<file path="src/rtl/audio_filter.sv">
// Audio post-processing for the 1-bit buzzer: box-filter decimation, one-pole IIR
// low-pass and volume attenuation, producing 16-bit unsigned samples with a valid strobe.
module audio_filter #(
  parameter int unsigned DECIM = 2048,
  parameter int unsigned K     = 3
) (
  input  logic        clk_sys_131_072,
  input  logic        reset,
  input  logic        sound,
  input  logic        filter_en,
  input  logic [1:0]  volume,
  output logic [15:0] sample,
  output logic        sample_valid
);

  localparam int unsigned CNT_W = $clog2(DECIM);
  localparam int unsigned ACC_W = CNT_W + 1;
  localparam int unsigned X_SH  = 16 - CNT_W;
  localparam int unsigned Y_W   = 16 + K;

  logic [CNT_W-1:0] cnt;
  logic [ACC_W-1:0] acc;
  logic [ACC_W-1:0] box_c;
  logic             terminal_c;
  logic [16:0]      x_wide_c;
  logic [15:0]      x;
  logic             x_valid;
  logic [Y_W-1:0]   y_scaled;
  logic [Y_W-1:0]   y_next_c;
  logic [15:0]      y_c;
  logic             y_valid;

  assign terminal_c = (cnt == CNT_W'(DECIM - 1));
  assign box_c      = acc + ACC_W'(sound);
  assign x_wide_c   = 17'(box_c) << X_SH;

  // Intermediate wraparound in Y_W bits cancels out: the true result always fits.
  always_comb begin
    y_next_c = Y_W'(x) << K;
    if (filter_en) begin
      y_next_c = y_scaled + Y_W'(x) - (y_scaled >> K);
    end
  end

  assign y_c = 16'(y_scaled >> K);

  // Window counter and box accumulator; the accumulator restarts clean every window.
  always_ff @(posedge clk_sys_131_072 or posedge reset) begin
    if (reset) begin
      cnt <= '0;
      acc <= '0;
    end else begin
      cnt <= cnt + CNT_W'(1);
      if (terminal_c) begin
        acc <= '0;
      end else begin
        acc <= box_c;
      end
    end
  end

  // Stage 1: scale the window count to 16 bits, saturating a full-high window.
  always_ff @(posedge clk_sys_131_072 or posedge reset) begin
    if (reset) begin
      x       <= '0;
      x_valid <= 1'b0;
    end else begin
      x_valid <= terminal_c;
      if (terminal_c) begin
        x <= (x_wide_c > 17'd65535) ? 16'hFFFF : x_wide_c[15:0];
      end
    end
  end

  // Stage 2: IIR state, kept scaled by 2^K; bypass keeps it tracking x for a stepless handover.
  always_ff @(posedge clk_sys_131_072 or posedge reset) begin
    if (reset) begin
      y_scaled <= '0;
      y_valid  <= 1'b0;
    end else begin
      y_valid <= x_valid;
      if (x_valid) begin
        y_scaled <= y_next_c;
      end
    end
  end

  // Stage 3: volume attenuation and output strobe.
  always_ff @(posedge clk_sys_131_072 or posedge reset) begin
    if (reset) begin
      sample       <= '0;
      sample_valid <= 1'b0;
    end else begin
      sample_valid <= y_valid;
      if (y_valid) begin
        sample <= y_c >> volume;
      end
    end
  end

endmodule
</file>
<file path="config.mk">
export PLATFORM = sky130hd
export DESIGN_NAME = audio_filter
export DESIGN_NICKNAME = d
export VERILOG_FILES = /design/src/rtl/audio_filter.sv
export SDC_FILE = /design/constraint.sdc
export NUM_CORES = 1
export LEC_CHECK = 0
export BUFFER_PORTS_ARGS = -buffer_cell sky130_fd_sc_hd__buf_4
export CAP_MARGIN = 20
export CORE_AREA = 5 5 115 117
export CTS_CLUSTER_DIAMETER = 50
export DETAILED_ROUTE_END_ITERATION = 16
export DIE_AREA = 0 0 120 122
export PLACE_DENSITY = 0.66
export SLEW_MARGIN = 15
export SYNTH_ARGS = -nofsm -noshare
export SYNTH_HDL_FRONTEND = slang
export SYNTH_SLANG_ARGS = --single-unit
</file>
<file path="constraint.sdc">
create_clock -name clk_sys_131_072 -period 9.4 [get_ports clk_sys_131_072]
set_input_delay 1.88 -clock clk_sys_131_072 [delete_from_list [all_inputs] [get_ports clk_sys_131_072]]
set_output_delay 1.88 -clock clk_sys_131_072 [all_outputs]
set_load 0.01 [all_outputs]
</file>
# --- After elaboration in Yosys (flattened, before gate mapping) ---
# Index checks and enable logic that the tools add are counted.
op_classes:
  mux: 3
  add_sub_neg: 4
  n_eq_ne: 1
  shifts: 1
  n_lt_le_gt_ge: 1
op_table:
  columns: ["op", "count"]
  rows:
  - ["adder 19 x 16 -> 19 bit", 1]
  - ["2-to-1 mux 19 bit", 1]
  - ["subtractor 19 x 16 -> 19 bit", 1]
  - ["> comparator 17 x 16 -> 1 bit, second input constant", 1]
  - ["2-to-1 mux 16 bit", 1]
  - [">> shifter 16 x 2 -> 16 bit", 1]
  - ["adder 12 x 1 -> 12 bit", 1]
  - ["2-to-1 mux 12 bit", 1]
  - ["adder 11 x 1 -> 11 bit, second input constant", 1]
  - ["equality test 11 bit, second input constant", 1]
word_totals:
  regBits: 77
  out_inout_bits: 17

# --- Logic depth before layout (Yosys ltp) ---
# Gate-level depths: netlist (run 1).
logic_depth:
  depth_word: 3
  depth_mapped: 13
  ltp_nobuf: 13

# --- Worst setup path after synthesis (run 1) ---
# No wires, ideal clock.
synth_timing:
  path_kind: "input port to flip-flop"
  start: "input volume[0]"
  end: "register sample[1]"
  cell_stages: 4
  arrival_ps: 3264
  slack_ps: 6011
  cell_sequence: "buf_2 clkbuf_1 mux4_2 mux2_2"
synth_between:
  elab_chain_cells: 1
synth_rtl:
  columns: ["element", "line", "rtl"]
  rows:
  - ["start: declaration", "11", "input logic [1:0] volume,"]
  - [">> shifter 16 x 2 -> 16 bit", "96", "sample <= y_c >> volume;"]
  - ["end signal: assignment", "96", null]
  - ["end: declaration", "12", "output logic [15:0] sample,"]
# Every way passes these cells.
# A chain may end at the register's enable or synchronous reset.

# --- Worst setup path after layout (run 1) ---
layout_timing:
  start: "register x[4]"
  end: "register y_scaled[17]"
layout_between:
  elab_chain_cells: 3
layout_rtl:
  columns: ["element", "line", "rtl"]
  rows:
  - ["start: declaration", "26", "logic [15:0] x;"]
  - ["start signal: assignment", "70", "x <= (x_wide_c > 17'd65535) ? 16'hFFFF : x_wide_c[15:0];"]
  - ["adder 19 x 16 -> 19 bit", "41", "y_next_c = y_scaled + Y_W'(x) - (y_scaled >> K);"]
  - ["subtractor 19 x 16 -> 19 bit", "41", null]
  - ["2-to-1 mux 19 bit", "40", "if (filter_en) begin"]
  - ["end signal: assignment", "83", "y_scaled <= y_next_c;"]
  - ["end: declaration", "28", "logic [Y_W-1:0] y_scaled;"]
# Every way passes these cells.

==> impl_metrics.ini, run 1 <==
[status]
outcome = completed

[timing]
fin_crit_ns = 3.23
rsz0062_at_grt = no
setup_violations = 0
drv_slew = 0
post-route-period-util = 0.343
finalClockSkew_ns = 0.00464
holdWs_ns = 0.478
tns_ns = 0
setup_slack_ns = 6.17
relSlewSlack = 0.376
final_hold_viol_count = 0
worstMarginPinSlew_ns = 0.929
fmax_ghz = 0.310

[placed_design]
port_buffers = 22
place_area_sq_um = 4970
hpwl_um = 6560
finalWeightedCongestion = 0.900
placed_cells = 630
post-place-ws_ns = 5.91

[floorplan]
ioPinCount = 23
dieArea_sq_um = 14600
start_util = 0.382
core_sq_um = 12300
die_y_um = 122
rows = 41
die_w_um = 120

[power]
p_clk_frac = 0.461
power.share.sequential = 0.463
ir_drop_v = 0.0000738
p_leak_nw = 2.72
power_switching_uw = 177
p_total_uw = 736
intPower_uw = 560
p_per_area_nw_per_um2 = 139
power_frac_comb = 0.075
sw_frac_of_total = 0.240

[final_layout]
nNetsFinal = 536
stdcell_area_sq_um = 5280
area_growth_pct = 12.9
n_antenna_cell = 0
layout-drive-gt1-share = 0.155
layout.cells.non_filler = 646
final_util = 0.431

[setup_path]
rrSetupSlack_ns = 6.17
critPathKind = flip-flop to flip-flop
worst_ep_required_time_ns = 9.60
crit_path_start_kind = flip-flop
reg2regPathDepth = 11
rr_startpoint = x[4]$_DFFE_PP0P_
end_kind = flip-flop
setup.worst_path.start = x[4]$_DFFE_PP0P_
rr_endpoint = y_scaled[17]$_DFFE_PP0P_
crit_arrival_ns = 3.42
cp_max_fo = 6

[min_path]
hold_path.startpoint = cnt[8]$_DFF_PP0_
whs_path_depth = 1
min_to = cnt[8]$_DFF_PP0_
min_path_type = flip-flop to flip-flop

[global_routing]
grt_pass1_vias = 3353
grt_usage = 0.137
antenna_found_initial = 0
grt_first_pass_wirelength_um = 16200
grt_max_degree = 74
overflow = 0

[clocking]
ctsHoldBuffers = 0
clkSinkCount = 73
clkLatencyLatePin_ns = 0.33
cts_tree = done
cts_max_level = 3
cts_resized = 0
numCtsBuffers = 9
cts_setup_buffers = 0
clk_pin_slew_ns = 0.06
ctsLongestPathBuffers = 2
cts_root_buf = clkbuf_16

[detailed_routing]
wl_per_cell_um = 14.0
routed-via-count = 3376
drtIter0Drc = 297
drc = 0
ant_nets = 0
avgViaCountPerCell = 5.23
postRouteWirelength_um = 9020
drt_first_pass_iters = 4

[synthesis]
synth_nets = 519
yosys_warnings = 0
avgSynthCellArea_sq_um = 9.86
ys_seq_elements = 73
synth_top_area_cell = dfrtp_1
synthFlopType = dfrtp_1
synth_area_sq_um = 4680
synth-edff-count = 0
ys_seq_area_frac = 0.390
synthCells = 475
synthTopCellsByArea = dfrtp_1 (39%), fa_1 (6.8%), ha_1 (5.9%)
synthArstFlopShare = 1.00
synthDistinctLibCells = 49
synth_top_cell_area_share = 0.390

[run]
maxCapViolCount = 0
==> kinds of logic after synthesis <==
group / after synthesis / share of synthesized area
AND/OR/NAND/NOR: 122 / 0.123
AO/OA/AOI/OAI: 92 / 0.128
buffers and inverters: 89 / 0.0724
flip-flops: 73 / 0.390
adder cells (fa/ha/maj): 38 / 0.127
multiplexers: 33 / 0.107
XOR/XNOR: 28 / 0.0524
==> layer usage <==
| layer | GRT usage | up-vias | wire length [um] |
|---|---|---|---|
| met3 | 0.0292 | 10 | 339 |
| met2 | 0.227 | 61 | 4400 |
| met4 | 0.0530 | 0 | 143 |
| li1 | - | 1654 | - |
| met1 | 0.178 | 1651 | 4140 |
| met5 | 0 | - | 0 |
==> power by group through the flow <==
stage / combinational (mW) / clock [mW] / sequential [mW]
final: 0.0555 / 0.340 / 0.341
after detailed placement: 0.0568 / 0 / 0.347
after floorplan: 0.0430 / 0 / 0.344
after global placement: 0.0539 / 0 / 0.346
after CTS: 0.0572 / 0.349 / 0.341
after global routing: 0.0654 / 0.366 / 0.343
==> Yosys cell counts, drive strengths merged (9+ instances only) <==
library cell and instances:
a21o 11, a21oi 30, a31oi 15, buf 9, clkbuf 10, dfrtp 73
fa 16, ha 22, inv 70, mux2 16, mux4 12, nand2 23
nand3 14, nor2 55, o21ai 15, xnor2 18, xor2 10
==> placed cells by master, fill, tap and decap left out, drive strengths merged, types with 3 or more instances in the layout <==
cell,n
o21ai,15
fa,16
mux2,16
dfrtp,73
and3,6
xnor2,18
clkbuf,10
nor2,55
a21o,11
nand2,23
nand4,4
nand3b,4
o221ai,4
a21oi,30
nand3,14
ha,22
buf,25
xor2,10
o21a,3
a31oi,15
clkinv,3
inv,70
or3,3
mux4,12
mux2i,5
==> state kept, by name, summed over array words and instances, names as in the netlist <==
signal        flops
y_scaled         19
cnt              11
acc              12
sample_valid      1
x_valid           1
sample           16
y_valid           1
x                12
==> area by class of cell <==
type / count / area, sq um
fillers: 1141 / 6980
multi-input cells: 313 / 2520
flip-flops and latches: 73 / 1830
inverters: 70 / 263
clock buffers: 10 / 239
repair buffers: 25 / 195
well taps: 150 / 188
clock inverters: 5 / 56.3
==> worst max-delay path: stages (launching register included) <==
cell      delay (ns)
dfrtp_1         0.34
inv_1           0.17
fa_1            0.58
inv_1           0.04
ha_1            0.35
a21o_1          0.19
a31oi_1         0.23
a21oi_1         0.18
o21ai_0         0.44
o21ai_0         0.22
mux2_2          0.26
o221ai_1        0.09
==> how the worst max path moves through the flow <==
stage,depth (start not counted),endpoint
floorplan,1,acc[0]$_DFF_PP0_
global placement,6,x[13]$_DFFE_PP0P_
detailed placement,6,x[12]$_DFFE_PP0P_
CTS,10,y_scaled[14]$_DFFE_PP0P_
global route,11,y_scaled[17]$_DFFE_PP0P_
finish,11,y_scaled[17]$_DFFE_PP0P_
(Power assumes the default switching activity.)
==> run 2, diff against run 1 <==
PLACE_DENSITY = 0.68   (was 0.66)
clock period = 2.7 ns   (was 9.4 ns; I/O delays follow)
==> impl_metrics.ini, run 2 (synthesized netlist as in run 1, its figures left out) <==
[global_routing]
grtUsageMet2 = 0.248
grt_first_pass_wirelength_um = 17500
antenna_found_initial = 0
overflow = 0
grt_max_degree = 37
top_usage_layer = met2
grt_pass1_vias = 3680
met1_usage = 0.191
grt_usage = 0.149
met3_usage = 0.0376

[final_layout]
largest_reg_flops = 19
layout-drive-gt1-share = 0.305
final_util = 0.488
final_cell_mix = buf_4 (95), dfrtp_1 (70), inv_1 (63)
fillers = 1065
n_antenna_cell = 0
area_growth_pct = 27.7
final_common_cell = buf_4
largest_register = y_scaled
nNetsFinal = 606
largestRegisters = y_scaled x19, sample x16
layout.cells.non_filler = 717

[power]
p_leak_nw = 3.06
p_per_area_nw_per_um2 = 449
p_total_mw = 2.69
ir_drop_v = 0.000280

[run]
maxCapViolCount = 0

[timing]
holdWs_ns = 0.260
fin_crit_ns = 2.93
relSlewSlack = 0.562
post-route-period-util = 1.08
final_hold_viol_count = 0
fmax_ghz = 0.341
setup_violations = 9
finalClockSkew_ns = 0.00903
drv_slew = 0
worstMarginPinSlew_ns = 0.657
rsz0062_at_grt = yes
setup_slack_ns = -0.228

[clocking]
cts_max_level = 3
ctsLongestPathBuffers = 2
cts_root_buf = clkbuf_16
cts_tree = done
numCtsBuffers = 9
clkSinkCount = 73
clk_pin_slew_ns = 0.06
clkLatencyLatePin_ns = 0.34

[detailed_routing]
drc = 0
routed-via-count = 3634
wl_per_cell_um = 14.5
avgViaCountPerCell = 5.07
ant_nets = 0
postRouteWirelength_um = 10400
drt_first_pass_iters = 4
drtIter0Drc = 303

[setup_path]
crit_arrival_ns = 3.13
critPathKind = flip-flop to flip-flop
cp_max_fo = 5
crit_path_start_kind = flip-flop
rrSetupSlack_ns = -0.23
end_kind = flip-flop
worst_ep_required_time_ns = 2.90

[placed_design]
placed_cells = 685
port_buffers = 22
hpwl_um = 7770
finalWeightedCongestion = 0.861

[floorplan]
ioPinCount = 23
start_util = 0.382
core_sq_um = 12300
dieArea_sq_um = 14600
die_y_um = 122
rows = 41
die_w_um = 120

[status]
violations = setup timing
outcome = finished, violations left

[min_path]
min_path_type = input port to async pin
==> run 2: per-stage QoR <==
| stage | instance area, sq um | TNS [ns] | setup WS [ns] |
|---|---|---|---|
| 3_5_place_dp | 5410 | -1.23 | -0.247 |
| 5_1_grt | 5980 | -2.30 | -0.304 |
| 4_1_cts | 5790 | -0.798 | -0.166 |
| 3_3_place_gp | 5410 | -0.574 | -0.117 |
| 2_1_floorplan | 4710 | -0.0237 | -0.0237 |
| 6_report | 5980 | -1.12 | -0.228 |
==> run 2: final cells by class <==
cell class / instances / area (sq um) / share of cell area
sequential: 73 / 1830 / 0.306
tap: 150 / 188 / 0.0314
multi-input combinational: 313 / 2660 / 0.444
timing repair buffer: 95 / 713 / 0.119
clock buffer: 9 / 225 / 0.0377
clock inverter: 7 / 100 / 0.0167
inverter: 70 / 265 / 0.0444
==> run 2: what timing repair did <==
item                       4_1_cts  5_1_grt
gates resized for setup         12       23
pin swaps                        6       36
hold buffers                     0        0
setup endpoints to repair       10       13
setup buffers                    3       12
==> run 2: final timing paths <==
path | startpoint | to | depth (start not counted)
hold / removal | reset | cnt[2]$_DFF_PP0_ | 2
max in group asynchronous | reset | y_scaled[6]$_DFFE_PP0P_ | 3
setup / recovery | x[4]$_DFFE_PP0P_ | y_scaled[16]$_DFFE_PP0P_ | 11
setup reg to reg | x[4]$_DFFE_PP0P_ | y_scaled[16]$_DFFE_PP0P_ | 11
min in group clk_sys_131_072 | cnt[4]$_DFF_PP0_ | cnt[4]$_DFF_PP0_ | 1
hold reg to reg | cnt[4]$_DFF_PP0_ | cnt[4]$_DFF_PP0_ | 1
==> run 2: routing by layer <==
layer | part of all wire | wire length (um)
met5 | 0 | 0
met1 | 0.45 | 4650
met2 | 0.49 | 5150
met4 | 0.011 | 110
met3 | 0.048 | 498
==> run 2: critical path, cell delays in order (launching register included) <==
cell,delay (ns)
dfrtp_1,0.41
inv_4,0.11
fa_2,0.45
fa_2,0.43
nor2b_4,0.14
o2111a_2,0.27
o211ai_4,0.10
and4bb_2,0.27
buf_4,0.14
o31ai_4,0.19
xnor2_1,0.15
o221ai_1,0.12
==> run 2: power breakdown <==
part | internal [mW] | leakage, nW | switching, mW | total [mW]
sequential | 1.15 | 0.831 | 0.0447 | 1.19
combinational | 0.0720 | 2.07 | 0.117 | 0.189
clock | 0.818 | 0.161 | 0.488 | 1.31
total | 2.04 | 3.06 | 0.650 | 2.69
==> run 3, diff against run 2 <==
RECOVER_POWER = 25   (was not set)
==> impl_metrics.ini, run 3 (synthesized netlist as in run 1, its figures left out) <==
[floorplan]
die_w_um = 120
ioPinCount = 23
die_y_um = 122
core_sq_um = 12300
rows = 41
start_util = 0.382
dieArea_sq_um = 14600

[global_routing]
grt_first_pass_wirelength_um = 17500
grt_max_degree = 37
overflow = 0
antenna_found_initial = 0
grt_pass1_vias = 3680
grt_usage = 0.149

[final_layout]
nNetsFinal = 606
fillers = 1067
area_growth_pct = 27.6
largestRegisters = y_scaled x19, sample x16
layout-drive-gt1-share = 0.302
multi_input_area_sq_um = 2660
largest_reg_flops = 19
layout.cells.non_filler = 717
final_util = 0.487
regArea_sq_um = 1830
final_cell_mix = buf_4 (93), dfrtp_1 (70), inv_1 (64)
final_common_cell = buf_4
n_antenna_cell = 0
largest_register = y_scaled

[detailed_routing]
wl_per_cell_um = 14.5
avgViaCountPerCell = 5.05
ant_nets = 0
drt_first_pass_iters = 4
postRouteWirelength_um = 10400
routed-via-count = 3621
drtIter0Drc = 279
drc = 0

[power]
power.share.sequential = 0.444
power_frac_comb = 0.070
p_per_area_nw_per_um2 = 449
p_clk_frac = 0.486
ir_drop_v = 0.000280
p_total_mw = 2.68
p_leak_nw = 3.06
intPower_mw = 2.03
power_switching_uw = 647
sw_frac_of_total = 0.241

[setup_path]
worst_ep_required_time_ns = 2.90
cp_max_fo = 5
critPathKind = flip-flop to flip-flop
crit_arrival_ns = 3.13
end_kind = flip-flop
reg2regPathDepth = 11
crit_path_start_kind = flip-flop

[timing]
post-route-period-util = 1.08
rsz0062_at_grt = yes
fmax_ghz = 0.341
relSlewSlack = 0.274
setup_slack_ns = -0.229
worstMarginPinSlew_ns = 1.09
fin_crit_ns = 2.93
tns_ns = -1.10
setup_violations = 9
holdWs_ns = 0.459
final_hold_viol_count = 0
finalClockSkew_ns = 0.00550
drv_slew = 0

[run]
maxCapViolCount = 0

[clocking]
cts_tree = done
ctsLongestPathBuffers = 2
clk_pin_slew_ns = 0.06
numCtsBuffers = 9
clkSinkCount = 73
cts_root_buf = clkbuf_16
clkLatencyLatePin_ns = 0.34
cts_max_level = 3

[placed_design]
finalWeightedCongestion = 0.861
placed_cells = 685
hpwl_um = 7770
port_buffers = 22

[status]
outcome = finished, violations left
violations = setup timing

[min_path]
min_path_type = input port to async pin
[run 3: changes by cell type in the layout (fill, tap and decap cells not counted)]
cell      before  now
clkbuf_1       0    1
clkbuf_4       0    1
buf_4         95   93
inv_1         63   64
inv_2          6    5
[run 3: critical path: stages (launching register included)]
cell and delay (ns):
dfrtp_1 0.41, inv_4 0.11, fa_2 0.45, fa_2 0.43, nor2b_4 0.14, o2111a_2 0.27, o211ai_4 0.10, and4bb_2 0.27
buf_4 0.14, o31ai_4 0.19, xnor2_1 0.15, o221ai_1 0.12
[run 3: power groups by stage]
stage          combinational [mW]  sequential (mW)  clock [mW]
5_1_grt                     0.219             1.19        1.40
4_1_cts                     0.195             1.19        1.34
6_report                    0.188             1.19        1.30
3_3_place_gp                0.184             1.20           0
3_5_place_dp                0.194             1.21           0
2_1_floorplan               0.150             1.20           0
[run 3: final timing paths]
check                                       from                       end  slack, ns
worst max-delay path            x[4]$_DFFE_PP0P_  y_scaled[16]$_DFFE_PP0P_      -0.23
worst min-delay path                       reset          acc[9]$_DFF_PP0_       0.46
worst max register to register  x[4]$_DFFE_PP0P_  y_scaled[16]$_DFFE_PP0P_      -0.23
worst min register to register  cnt[4]$_DFF_PP0_          cnt[4]$_DFF_PP0_       0.47
max in group asynchronous                  reset   y_scaled[7]$_DFFE_PP0P_       0.64
min in group clk_sys_131_072    cnt[4]$_DFF_PP0_          cnt[4]$_DFF_PP0_       0.47
[run 3: routing by layer]
| layer | vias up | track usage | wire length [um] |
|---|---|---|---|
| li1 | 1798 | - | - |
| met3 | 10 | 0.0376 | 424 |
| met4 | 0 | 0.0465 | 110 |
| met2 | 69 | 0.248 | 5160 |
| met1 | 1744 | 0.191 | 4710 |
| met5 | - | 0 | 0 |
[run 3: per-stage QoR]
step | setup slack, ns | area [sq um]
after floorplan | -0.0237 | 4710
after global placement | -0.117 | 5410
after detailed placement | -0.247 | 5410
after CTS | -0.166 | 5790
after global routing | -0.304 | 5970
final | -0.229 | 5970
[run 3: timing repair]
| action | in CTS | in global routing |
|---|---|---|
| cloned | 0 | 0 |
| resized for setup | 12 | 23 |
| pin swaps | 6 | 36 |
| setup endpoints to repair | 10 | 13 |
| hold buffers | 0 | 0 |
| buffers inserted | 3 | 12 |
[run 3: final cells by class]
| cell class | instances | share of cell area |
|---|---|---|
| clock inverter | 7 | 0.0168 |
| sequential | 73 | 0.306 |
| clock buffer | 9 | 0.0377 |
| timing repair buffer | 95 | 0.119 |
| multi-input combinational | 313 | 0.445 |
| inverter | 70 | 0.0444 |
| tap | 150 | 0.0314 |
